### src/rtl/my_eth_ipv4_tcp_dut.sv
// Ethernet/IPv4/TCP header stripper.
// Parses a fixed 26-byte header (eth dst/src, EtherType, IPv4 src/dst, TCP ports),
// accepts only EtherType 0x0800 frames and forwards bytes 26..end realigned to lane 0.
// Ports:
//   clk, rst_n            - single clock, asynchronous active-low reset
//   s_axis_*              - inbound frame stream (tdata/tkeep/tvalid/tready/tlast)
//   m_axis_*              - outbound payload stream, registered (tdata/tkeep/tvalid/tready/tlast)
module my_eth_ipv4_tcp_dut #(
  parameter int unsigned DATA_WIDTH = 64
) (
  input  logic                    clk,
  input  logic                    rst_n,
  input  logic [DATA_WIDTH-1:0]   s_axis_tdata,
  input  logic [DATA_WIDTH/8-1:0] s_axis_tkeep,
  input  logic                    s_axis_tvalid,
  output logic                    s_axis_tready,
  input  logic                    s_axis_tlast,
  output logic [DATA_WIDTH-1:0]   m_axis_tdata,
  output logic [DATA_WIDTH/8-1:0] m_axis_tkeep,
  output logic                    m_axis_tvalid,
  input  logic                    m_axis_tready,
  output logic                    m_axis_tlast
);

  localparam int unsigned N  = DATA_WIDTH / 8;
  localparam int unsigned CW = $clog2(N) + 1;  // holds 0..N
  localparam int unsigned SW = CW + 1;         // holds 0..2N-1
  localparam logic [8:0] HdrLen = 9'd26;

  typedef enum logic [1:0] {StHdr, StPayload, StFlush, StDrop} state_e;

  state_e                state_q, state_d;
  logic [4:0]            cnt_q, cnt_d;
  logic [15:0]           etype_q, etype_d;
  logic [DATA_WIDTH-1:0] res_q, res_d;
  logic [CW-1:0]         res_cnt_q, res_cnt_d;
  logic                  out_valid_q, out_valid_d;
  logic [DATA_WIDTH-1:0] out_data_q, out_data_d;
  logic [N-1:0]          out_keep_q, out_keep_d;
  logic                  out_last_q, out_last_d;
  logic                  rdy_en_q;

  logic                    in_fire;
  logic                    out_free;
  logic [CW-1:0]           in_bytes;
  logic [DATA_WIDTH-1:0]   in_masked;
  logic [15:0]             etype_cur;
  logic [8:0]              pos_end;
  logic                    hdr_done;
  logic                    etype_ok;
  logic                    take_pl;
  logic [CW-1:0]           pl_start;
  logic [CW-1:0]           pl_bytes;
  logic [DATA_WIDTH-1:0]   pl_data;
  logic [2*DATA_WIDTH-1:0] comb_data;
  logic [SW-1:0]           comb_cnt;
  logic                    flush_need;
  logic                    out_load;

  function automatic logic [N-1:0] keep_mask(input logic [SW-1:0] c);
    logic [N-1:0] m;
    m = '0;
    for (int k = 0; k < N; k++) begin
      m[k] = (SW'(k) < c);
    end
    return m;
  endfunction

  // Byte count of the beat, lane masking and EtherType capture at frame bytes 12/13.
  always_comb begin
    in_bytes  = '0;
    in_masked = '0;
    etype_cur = etype_q;
    for (int k = 0; k < N; k++) begin
      if (s_axis_tkeep[k]) begin
        in_bytes = in_bytes + CW'(1);
        in_masked[8*k +: 8] = s_axis_tdata[8*k +: 8];
        if (9'(cnt_q) + 9'(k) == 9'd12) etype_cur[15:8] = s_axis_tdata[8*k +: 8];
        if (9'(cnt_q) + 9'(k) == 9'd13) etype_cur[7:0]  = s_axis_tdata[8*k +: 8];
      end
    end
  end

  assign out_free      = !out_valid_q || m_axis_tready;
  assign s_axis_tready = rdy_en_q && out_free && (state_q != StFlush);
  assign in_fire       = s_axis_tvalid && s_axis_tready;

  assign pos_end  = 9'(cnt_q) + 9'(in_bytes);
  assign hdr_done = (state_q == StHdr) && (pos_end >= HdrLen);
  assign etype_ok = (etype_cur == 16'h0800);
  assign take_pl  = in_fire && ((state_q == StPayload) || (hdr_done && etype_ok));

  // On the header-completing beat the payload starts mid-beat; afterwards at lane 0.
  assign pl_start = (state_q == StHdr) ? CW'(HdrLen - 9'(cnt_q)) : '0;
  assign pl_bytes = take_pl ? (in_bytes - pl_start) : '0;
  assign pl_data  = take_pl ? (in_masked >> {pl_start, 3'b000}) : '0;

  // Residual bytes first, then this beat's payload; lanes past comb_cnt stay zero.
  assign comb_data = {{DATA_WIDTH{1'b0}}, res_q} |
                     ({{DATA_WIDTH{1'b0}}, pl_data} << {res_cnt_q, 3'b000});
  assign comb_cnt   = SW'(res_cnt_q) + SW'(pl_bytes);
  assign flush_need = comb_cnt > SW'(N);

  // State register.
  always_ff @(posedge clk or negedge rst_n) begin
    if (!rst_n) state_q <= StHdr;
    else        state_q <= state_d;
  end

  // Next-state logic.
  always_comb begin
    state_d = state_q;
    unique case (state_q)
      StHdr: begin
        if (in_fire) begin
          if (s_axis_tlast)  state_d = StHdr;
          else if (hdr_done) state_d = etype_ok ? StPayload : StDrop;
        end
      end
      StPayload: begin
        if (in_fire && s_axis_tlast) state_d = flush_need ? StFlush : StHdr;
      end
      StFlush: begin
        if (out_free) state_d = StHdr;
      end
      StDrop: begin
        if (in_fire && s_axis_tlast) state_d = StHdr;
      end
      default: state_d = StHdr;
    endcase
  end

  // Output and datapath logic.
  always_comb begin
    cnt_d       = cnt_q;
    etype_d     = etype_q;
    res_d       = res_q;
    res_cnt_d   = res_cnt_q;
    out_valid_d = out_valid_q;
    out_data_d  = out_data_q;
    out_keep_d  = out_keep_q;
    out_last_d  = out_last_q;
    out_load    = 1'b0;

    if (m_axis_tready) out_valid_d = 1'b0;

    if ((state_q == StHdr) && in_fire) begin
      etype_d = etype_cur;
      cnt_d   = (s_axis_tlast || hdr_done) ? 5'd0 : 5'(pos_end);
    end

    if (take_pl) begin
      if (comb_cnt >= SW'(N)) begin
        out_load   = 1'b1;
        out_data_d = comb_data[DATA_WIDTH-1:0];
        out_keep_d = '1;
        out_last_d = s_axis_tlast && !flush_need;
        res_d      = comb_data[2*DATA_WIDTH-1:DATA_WIDTH];
        res_cnt_d  = CW'(comb_cnt - SW'(N));
      end else if (s_axis_tlast) begin
        if (comb_cnt != '0) begin
          out_load   = 1'b1;
          out_data_d = comb_data[DATA_WIDTH-1:0];
          out_keep_d = keep_mask(comb_cnt);
          out_last_d = 1'b1;
        end
        res_d     = '0;
        res_cnt_d = '0;
      end else begin
        res_d     = comb_data[DATA_WIDTH-1:0];
        res_cnt_d = CW'(comb_cnt);
      end
    end

    if ((state_q == StFlush) && out_free) begin
      out_load   = 1'b1;
      out_data_d = res_q;
      out_keep_d = keep_mask(SW'(res_cnt_q));
      out_last_d = 1'b1;
      res_d      = '0;
      res_cnt_d  = '0;
    end

    if (out_load) out_valid_d = 1'b1;
  end

  always_ff @(posedge clk or negedge rst_n) begin
    if (!rst_n) begin
      cnt_q       <= '0;
      etype_q     <= '0;
      res_q       <= '0;
      res_cnt_q   <= '0;
      out_valid_q <= 1'b0;
      out_data_q  <= '0;
      out_keep_q  <= '0;
      out_last_q  <= 1'b0;
      rdy_en_q    <= 1'b0;
    end else begin
      cnt_q       <= cnt_d;
      etype_q     <= etype_d;
      res_q       <= res_d;
      res_cnt_q   <= res_cnt_d;
      out_valid_q <= out_valid_d;
      out_data_q  <= out_data_d;
      out_keep_q  <= out_keep_d;
      out_last_q  <= out_last_d;
      rdy_en_q    <= 1'b1;  // keeps tready low until the first edge after reset release
    end
  end

  assign m_axis_tvalid = out_valid_q;
  assign m_axis_tdata  = out_data_q;
  assign m_axis_tkeep  = out_keep_q;
  assign m_axis_tlast  = out_last_q;

endmodule

### config.mk
export PLATFORM = sky130hd
export DESIGN_NAME = my_eth_ipv4_tcp_dut
export DESIGN_NICKNAME = d
export VERILOG_FILES = /design/src/rtl/my_eth_ipv4_tcp_dut.sv
export SDC_FILE = /design/constraint.sdc
export NUM_CORES = 1
export LEC_CHECK = 0
export ABC_AREA = 1
export CAP_MARGIN = 10
export CORE_ASPECT_RATIO = 1.4
export CORE_MARGIN = 3
export CORE_UTILIZATION = 40
export DETAILED_ROUTE_END_ITERATION = 12
export SYNTH_ARGS = -nofsm -noshare
export SYNTH_HDL_FRONTEND = slang
export SYNTH_SLANG_ARGS = --single-unit
### constraint.sdc
create_clock -name clk -period 6.4 [get_ports clk]
set_clock_uncertainty 0.15 [all_clocks]
set_input_delay 1.6 -clock clk [delete_from_list [all_inputs] [get_ports clk]]
set_output_delay 1.6 -clock clk [all_outputs]
set_load 0.02 [all_outputs]
# After elaboration in Yosys (flattened, before gate mapping)
# Cells that the tools add are included.
totals:
  rom_bits: 0
  latchBits: 0
  in_bits: 77
  ram_bits: 0
  mem_count: 0
  out_inout_bits: 75
  reg_bits: 166
  word_cells: 183
op_classes:
  addsub: 19
  muxes: 83
  n_shift: 2
  div: 0
  n_lt_le_gt_ge: 19
  mul: 0
  n_bitwise: 1
  n_reduce_logical: 23
  eq_ne: 26
op_table:
  columns: ["operator", "count"]
  rows:
  - ["$mux 64", 10]
  - ["$mux 8", 29]
  - ["$mux 16", 8]
  - ["$or 64x128->128", 1]
  - ["$shl 64x7->128", 1]
  - ["$shr 64x7->64", 1]
  - ["$eq 9x4->1 const B", 7]
  - ["$mux 4", 13]
  - ["$eq 6x4->1 const B", 7]
  - ["$add 4x1->4 const B", 7]
  - ["$add 5x3->6 const B", 4]
  - ["$lt 3x5->1 const A", 4]
  - ["$eq 16x12->1 const B", 1]
  - ["$lt 3x4->1 const A", 4]
  - ["$mux 2", 8]
  - ["$mux 1", 13]
  - ["$add 5x2->6 const B", 2]
  - ["$eq 5x4->1 const B", 2]
  - ["$logic_and 1x1->1", 10]
  - ["$lt 1x5->1 const A", 2]
  - ["$lt 2x5->1 const A", 2]
  - ["$lt 1x4->1 const A", 2]
  - ["$lt 2x4->1 const A", 2]
  - ["$ne 2x2->1 const B", 4]
  - ["other kinds (23)", 29]

# Depth between registers and ports, before layout
# Gate-level depths: netlist of run 1.
depth:
  ltp_word: 30
  mapped_depth: 51
  depth_no_buf: 47

# Worst setup path before layout of run 1
# Ideal clock, no wire load.
synth_path:
  kind: "input port to flip-flop"
  start: "input s_axis_tkeep[0]"
  end: "register out_data_q[10] (netlist: m_axis_tdata[10])"
  slack_ns: -1.870
  setup_time_ns: 0.065
  arrival_ns: 8.055
  required_ns: 6.185
  path_buffers: 4
  stages: 47
  path_cell_list: "buf_2 > inv_1 > ha_1 > xor2_2 > ha_1 > inv_1 > o21ai_0 > inv_1 > nand2_1 > nand3_1 > nand2_1 > ha_1 > o21ai_0 > xnor2_1 > o21ai_1 > ha_1 > inv_1 > nand2_1 > [11 not listed] > buf_2 > nor2_1 > ha_1 > a21o_1 > a21oi_1 > or2_2 > nand2_1 > inv_1 > nand2_1 > nor3_1 > inv_1 > nor2_1 > nor3_2 > nor2_1 > clkbuf_1 > buf_2 > nand2_1 > nand2_1"
synth_via:
  elab_chain_len: 29
  word_cells_on_any_way: 63
  cone_classes: "10 x add/sub; 2 x order compare; 1 x eq/ne; 2 x shift; 38 x mux; 1 x bitwise; 9 x reduce/logical"
synth_lines:
  columns: ["element", "line_no", "text"]
  rows:
  - ["from (decl)", "14", "input logic [DATA_WIDTH/8-1:0] s_axis_tkeep,"]
  - ["$mux 1", "75", "if (s_axis_tkeep[k]) begin"]
  - ["$add 4x1->4", "76", "in_bytes = in_bytes + CW'(1);"]
  - ["$mux 4", "75", null]
  - ["$add 4x1->4", "76", null]
  - ["$mux 4", "75", null]
  - ["$add 4x1->4", "76", null]
  - ["$mux 4", "75", null]
  - ["$add 4x1->4", "76", null]
  - ["[13 not listed]", null, null]
  - ["$mux 64", "96", "assign pl_data = take_pl ? (in_masked >> {pl_start, 3'b000}) : '0;"]
  - ["$shl 64x7->128", "100", "({{DATA_WIDTH{1'b0}}, pl_data} << {res_cnt_q, 3'b000});"]
  - ["$or 64x128->128", "99", "assign comb_data = {{DATA_WIDTH{1'b0}}, res_q} |"]
  - ["$mux 64", "161", "if (comb_cnt != '0) begin"]
  - ["$mux 64", "160", "end else if (s_axis_tlast) begin"]
  - ["$mux 64", "153", "if (comb_cnt >= SW'(N)) begin"]
  - ["$mux 64", "152", "if (take_pl) begin"]
  - ["$mux 64", "175", "if ((state_q == StFlush) && out_free) begin"]
  - ["to (signal assigned)", "204", "out_data_q <= out_data_d;"]
  - ["to (decl)", "38", "logic [DATA_WIDTH-1:0] out_data_q, out_data_d;"]
# Several ways; a longest one is shown, not always the timed one. The select of a mux whose other input is x is not followed.
# A chain may end at the register's enable or synchronous reset.

# Worst setup path after layout of run 1
layout_path:
  start: "input s_axis_tkeep[0]"
  end: "register out_data_q[34] (netlist: m_axis_tdata[34])"
# Same word-level chain as after synthesis.

==> flow_summary.yaml, run 1 <==
outcome:
  status: "finished, violations left"
  violations: "negative setup slack"
detailed_routing:
  dr.pass1.iters: 6
  wire_per_inst_um: 21.7
  drt_iter0_drc: 2330
  drt-total-wl_mm: 79.1
  ant_nets: 0
  via_per_inst: 5.69
  drc_errors: 0
  vias: 20700
sta:
  tightest_slew_ns: 1.12
  hold_viol: 0
  rsz0062_at_grt: "yes"
  fin_ws_ns: -0.941
  finalCriticalPeriod_ns: 7.34
  fin_crit_sh: 1.15
  max_freq_mhz: 136
  slew_viol_final: 0
  slew-limit-headroom: 0.247
  finalSetupViolations: 143
global_route:
  grt_pass1_vias: 19800
  grt_max_degree: 106
  grt-busiest-layer: "met2"
  grt_antenna_before_repair: 0
  grt_usage: 0.355
  met1_usage: 0.385
  grtUsageMet2: 0.603
  grt_use_met3: 0.0516
  grt_pass1_wl_mm: 117
  overflow: 0
place:
  place.gp.congestion: 1.04
  portBuffers: 151
  pre_cts_slack_ns: -2.22
  post-dp-hpwl_mm: 57.7
clock_tree:
  clk_pin_slew_ns: 0.07
  cts_max_path_buffers: 2
  h-tree-depth: 4
  clock-sinks: 166
  cts_tree: "done"
  cts-hold-fix-buffers: 0
  cts_buffers: 17
  cts_root_buf: "clkbuf_16"
  clkLatencyLatePin_ns: 0.47
critical_path:
  crit_path_end_kind: "flip-flop"
  worst_ep_arrival_time_ns: 7.53
  startpoint: "s_axis_tkeep[0]"
  critPathLaunchType: "primary input"
  reg2reg_depth: 38
  r2r-end: "m_axis_tdata[34]$_DFFE_PN0P_"
  crit_type: "primary input to flip-flop"
  endpoint: "m_axis_tdata[34]$_DFFE_PN0P_"
  cp_common_cell: "nand2_4"
  r2r_start: "cnt_q[2]$_DFFE_PN0P_"
  crit_fanout: 7
  crit_slowest_cell: "ha_1"
  rrSetupSlack_ns: 0.50
  cpPeakStageDelay_ns: 0.29
  cp.required_ns: 6.59
layout:
  fill_cells: 3874
  area_growth_pct: 38.3
  layout.nets: 3216
  drive_gt1_frac: 0.186
  antenna_cells: 0
  fin_util: 0.565
floorplanning:
  start_util: 0.409
  die-area_um2: 43100
  die_w_um: 176
  io_pins: 152
  row_count: 86
  core_um2: 39700
  die_height_um: 244
synthesis:
  synth_edf_count: 0
  ys_ff_latch: 166
  synth_top_flop_cell: "dfrtp_1"
  yosysWarningCount: 0
  syn_nets: 2890
  syn-cell-area_um2: 16200
  synthCells: 2779
  syn_area_per_cell_um2: 5.84
  synth-async-reset-ratio: 1.00
  ys_types: 54
  ys_seq_area_frac: 0.256
flow_run:
  drv_cap: 0
power_and_ir_drop:
  p_leak_nw: 11.1
  ir_worst_vdd_mv: 0.275
  power_density_nw_per_um2: 464
hold_path:
  hp-class: "flip-flop to flip-flop"
[per-layer routing]
metal	routed length, um	part of all wire
met3	4700	0.059
met2	38500	0.49
met4	7830	0.099
met1	28100	0.35
met5	0	0
[report_power, final]
part | leakage (nW) | internal, W | switching, W
combinational | 8.57 | 0.00288 | 0.00464
sequential | 2.18 | 0.00143 | 0.000330
clock | 0.303 | 0.000604 | 0.000519
[registers in the layout (all words and copies together) (netlist names)]
signal and flops:
m_axis_tdata 64, state_q 2, rdy_en_q 1, m_axis_tvalid 1, res_cnt_q 4, etype_q 16
m_axis_tkeep 8, m_axis_tlast 1, res_q 64, cnt_q 5
[logic make-up (layout without fill, tap and decap cells)]
kind of cell,Yosys count,after routing,share of synthesized area
muxes,8,8,0.00493
and+or+nand+nor,1730,1730,0.452
adders and majority gates,34,34,0.0276
AOI/OAI and AO/OA,404,404,0.141
xor gates and xnor gates,21,21,0.0123
DFF,166,166,0.256
buffers and inverters,415,754,0.106
other,1,1,0.000231
[synth_stat cells (all sizes together), types with 14 or more instances]
cell,number,area share
nor3,22,0.0071
ha,31,0.024
nand2,1063,0.25
nand3,254,0.078
nand4,140,0.057
dfrtp,166,0.26
buf,88,0.030
a31oi,67,0.026
inv,226,0.052
o21ai,199,0.062
xor2,14,0.0080
o22ai,41,0.016
a21oi,64,0.021
clkbuf,97,0.022
nor2,241,0.058
[cells in the final DEF (no fill, tap or decap), types with 25 or more instances in the layout]
| master | count |
|---|---|
| nand2_1 | 1038 |
| buf_4 | 287 |
| nand3_1 | 253 |
| inv_1 | 198 |
| nor2_1 | 187 |
| dfrtp_1 | 164 |
| o21ai_0 | 158 |
| clkdlybuf4s50_1 | 147 |
| nand4_1 | 136 |
| a21oi_1 | 47 |
| a31oi_1 | 45 |
| o22ai_1 | 38 |
| nor2_4 | 29 |
| o21ai_1 | 28 |
| nor2_2 | 25 |
[critical path, delay by kind of cell]
kind	cells	cell delay, ns
AND/OR/NAND/NOR	14	1.45
AO/OA/AOI/OAI	9	1.27
buffers and inverters	11	1.13
XOR/XNOR	6	1.04
adder cells (fa/ha/maj)	4	1.02
[worst min path at each step]
stage                                startpoint                     to  slack, ns  depth (start not counted)
after floorplan           res_q[10]$_DFFE_PN0P_  res_q[10]$_DFFE_PN0P_       0.29                          2
after global placement    res_q[15]$_DFFE_PN0P_  res_q[15]$_DFFE_PN0P_       0.31                          2
after detailed placement  res_q[12]$_DFFE_PN0P_  res_q[12]$_DFFE_PN0P_       0.31                          2
after CTS                 res_q[12]$_DFFE_PN0P_  res_q[12]$_DFFE_PN0P_       0.33                          2
after global routing      res_q[13]$_DFFE_PN0P_  res_q[13]$_DFFE_PN0P_       0.36                          2
final                     res_q[12]$_DFFE_PN0P_  res_q[12]$_DFFE_PN0P_       0.33                          2
[area by class of cell]
cell class / instances / area, um2 / area share
Timing Repair inverter: 1 / 8.76 / 0.000390
Clock buffer: 18 / 439 / 0.0196
Clock inverter: 14 / 183 / 0.00814
Multi-Input combinational cell: 2198 / 11400 / 0.506
Tap cell: 528 / 661 / 0.0294
Timing Repair Buffer: 491 / 4740 / 0.211
Sequential cell: 166 / 4160 / 0.185
Inverter: 230 / 905 / 0.0403
[stage by stage]
stage	instance area [um2]	hold WS (ns)	std cells	setup TNS, ns	total power [W]
after floorplan	16500	0.293	2779	-158.99	0.00546
after global placement	20100	0.306	3566	-271.83	0.00811
after detailed placement	20100	0.310	3566	-299.45	0.00819
after CTS	21800	0.329	3634	-86.99	0.00989
after global routing	22400	0.356	3646	-170.50	0.0110
final	22400	0.329	3646	-116.25	0.0104
[timing repair]
| item | CTS | global route |
|---|---|---|
| endpoints found under the setup margin | 144 | 143 |
| setup buffers | 26 | 7 |
| pin swaps | 34 | 30 |
| gates resized for setup | 140 | 110 |
| cloned | 12 | 6 |
Power figures use the tool's default switching activity.
==> run 2, diff against run 1 <==
--- a/config.mk
+++ b/config.mk
@@ -11,6 +11,7 @@
 export CORE_MARGIN = 3
 export CORE_UTILIZATION = 40
 export DETAILED_ROUTE_END_ITERATION = 12
+export DONT_BUFFER_PORTS = 1
 export SYNTH_ARGS = -nofsm -noshare
 export SYNTH_HDL_FRONTEND = slang
 export SYNTH_SLANG_ARGS = --single-unit
==> flow_summary.yaml, run 2 (synthesis gave the netlist of run 1 again) <==
outcome:
  violations: "negative setup slack"
  status: "finished, violations left"
floorplanning:
  die_height_um: 244
  die-area_um2: 43100
  start_util: 0.409
  die_w_um: 176
  core_um2: 39700
  io_pins: 152
  row_count: 86
critical_path:
  critPathLaunchType: "primary input"
  r2r-end: "m_axis_tdata[51]$_DFFE_PN0P_"
  crit_path_end_kind: "flip-flop"
  crit_slowest_cell: "ha_1"
  reg2reg_depth: 37
  crit_type: "primary input to flip-flop"
  worst_ep_arrival_time_ns: 7.59
  cp.required_ns: 6.62
  crit_fanout: 22
  rrSetupSlack_ns: 0.42
  r2r_start: "cnt_q[0]$_DFFE_PN0P_"
  cpPeakStageDelay_ns: 0.30
clock_tree:
  cts_buffers: 17
  h-tree-depth: 4
  cts-hold-fix-buffers: 0
  clkLatencyLatePin_ns: 0.47
  clock-sinks: 166
  cts_max_path_buffers: 2
  cts_tree: "done"
  clk_pin_slew_ns: 0.07
  cts_root_buf: "clkbuf_16"
global_route:
  grt_pass1_wl_mm: 115
  grt_max_degree: 167
  grt_antenna_before_repair: 0
  grt_pass1_vias: 19100
  overflow: 0
  grt_usage: 0.349
power_and_ir_drop:
  power_density_nw_per_um2: 470
  ir_worst_vdd_mv: 0.241
  p_leak_nw: 10.1
detailed_routing:
  ant_nets: 0
  drc_errors: 0
  via_per_inst: 5.82
  dr.pass1.iters: 6
  drt_iter0_drc: 1849
  wire_per_inst_um: 22.7
  vias: 20000
  drt-total-wl_mm: 77.8
layout:
  area_growth_pct: 25.4
  final_common_cell: "nand2_1"
  drive_gt1_frac: 0.174
  antenna_cells: 0
  final_area_um2: 20400
  layout_common_cells: "nand2_1 (1,038), nand3_1 (249), buf_4 (228)"
  fill_cells: 3985
  layout.nets: 3001
place:
  place.gp.congestion: 1.07
  pre_cts_slack_ns: -1.53
  post-dp-hpwl_mm: 55.0
  portBuffers: 0
  placed_area_um2: 18000
sta:
  slew-limit-headroom: 0.291
  max_freq_mhz: 136
  finalCriticalPeriod_ns: 7.37
  rsz0062_at_grt: "yes"
  hold-worst-slack_ns: 0.321
  fin_crit_sh: 1.15
  hold_viol: 0
  slew_viol_final: 0
  finalSetupViolations: 143
  tightest_slew_ns: 1.05
  fin_ws_ns: -0.968
hold_path:
  min_from: "res_q[42]$_DFFE_PN0P_"
  hold_end: "res_q[42]$_DFFE_PN0P_"
  holdPathStages: 2
  hp-class: "flip-flop to flip-flop"
flow_run:
  drv_cap: 0
## run 2: cell count changes in the layout (fill, tap and decap cells not counted), sizes merged
| cell | previous run | this run |
|---|---|---|
| buf | 337 | 271 |
| bufbuf | 1 | 3 |
| bufinv | 2 | 0 |
| clkbuf | 23 | 21 |
| clkdlybuf4s15 | 1 | 0 |
| clkdlybuf4s50 | 147 | 0 |
| clkinv | 8 | 12 |
| inv | 234 | 231 |
## run 2: final cells by class
class,count,area [um2],area share
inverter,230,921,0.0452
sequential,166,4160,0.204
timing repair buffer,277,2740,0.135
tap,528,661,0.0324
clock buffer,18,439,0.0216
multi-input combinational,2198,11300,0.554
clock inverter,14,154,0.00756
## run 2: repair_timing
action / 4_1_cts / 5_1_grt
setup endpoints to repair: 143 / 143
gates cloned: 16 / 3
pin swaps: 41 / 38
setup buffers: 27 / 12
resized for setup: 108 / 114
## run 2: worst max path at each step
stage / start / endpoint / slack [ns] / cells past startpoint
after floorplan: s_axis_tkeep[1] / m_axis_tlast$_DFFE_PN0P_ / -1.30 / 47
after global placement: s_axis_tkeep[1] / m_axis_tdata[34]$_DFFE_PN0P_ / -1.32 / 44
after detailed placement: s_axis_tkeep[0] / m_axis_tdata[51]$_DFFE_PN0P_ / -1.53 / 44
after CTS: s_axis_tkeep[1] / m_axis_tdata[37]$_DFFE_PN0P_ / -0.71 / 45
after global routing: s_axis_tkeep[0] / m_axis_tdata[51]$_DFFE_PN0P_ / -1.25 / 45
final: s_axis_tkeep[0] / m_axis_tdata[51]$_DFFE_PN0P_ / -0.97 / 44
## run 2: report_power, final
part	internal, W	leakage [nW]	total (W)	switching [W]
Combinational	0.00230	7.65	0.00642	0.00412
Sequential	0.00143	2.18	0.00208	0.000653
Clock	0.000533	0.288	0.00107	0.000536
## run 2: metal layers
metal | vias up | GRT usage | routed length (um)
met5 | - | 0 | 0
met4 | 0 | 0.287 | 7900
met3 | 298 | 0.0640 | 5200
met2 | 943 | 0.594 | 37700
met1 | 9369 | 0.372 | 27000
li1 | 9358 | - | -
## run 2: worst max-delay path, delay by kind of cell
kind / cells / cell delay [ns]
and+or+nand+nor: 16 / 1.66
AOI/OAI and AO/OA: 10 / 1.53
adders and majority gates: 5 / 1.23
buffers and inverters: 9 / 0.79
xor gates and xnor gates: 4 / 0.75
## run 2: per-stage QoR
step	setup TNS, ns	total power [W]	util	std cells
after CTS	-86.39	0.00913	0.497	3422
after global routing	-157.08	0.0101	0.513	3431
after global placement	-166.92	0.00740	0.454	3349
after floorplan	-158.99	0.00546	-	2779
final	-117.35	0.00957	0.513	3431
after detailed placement	-192.13	0.00746	0.454	3349
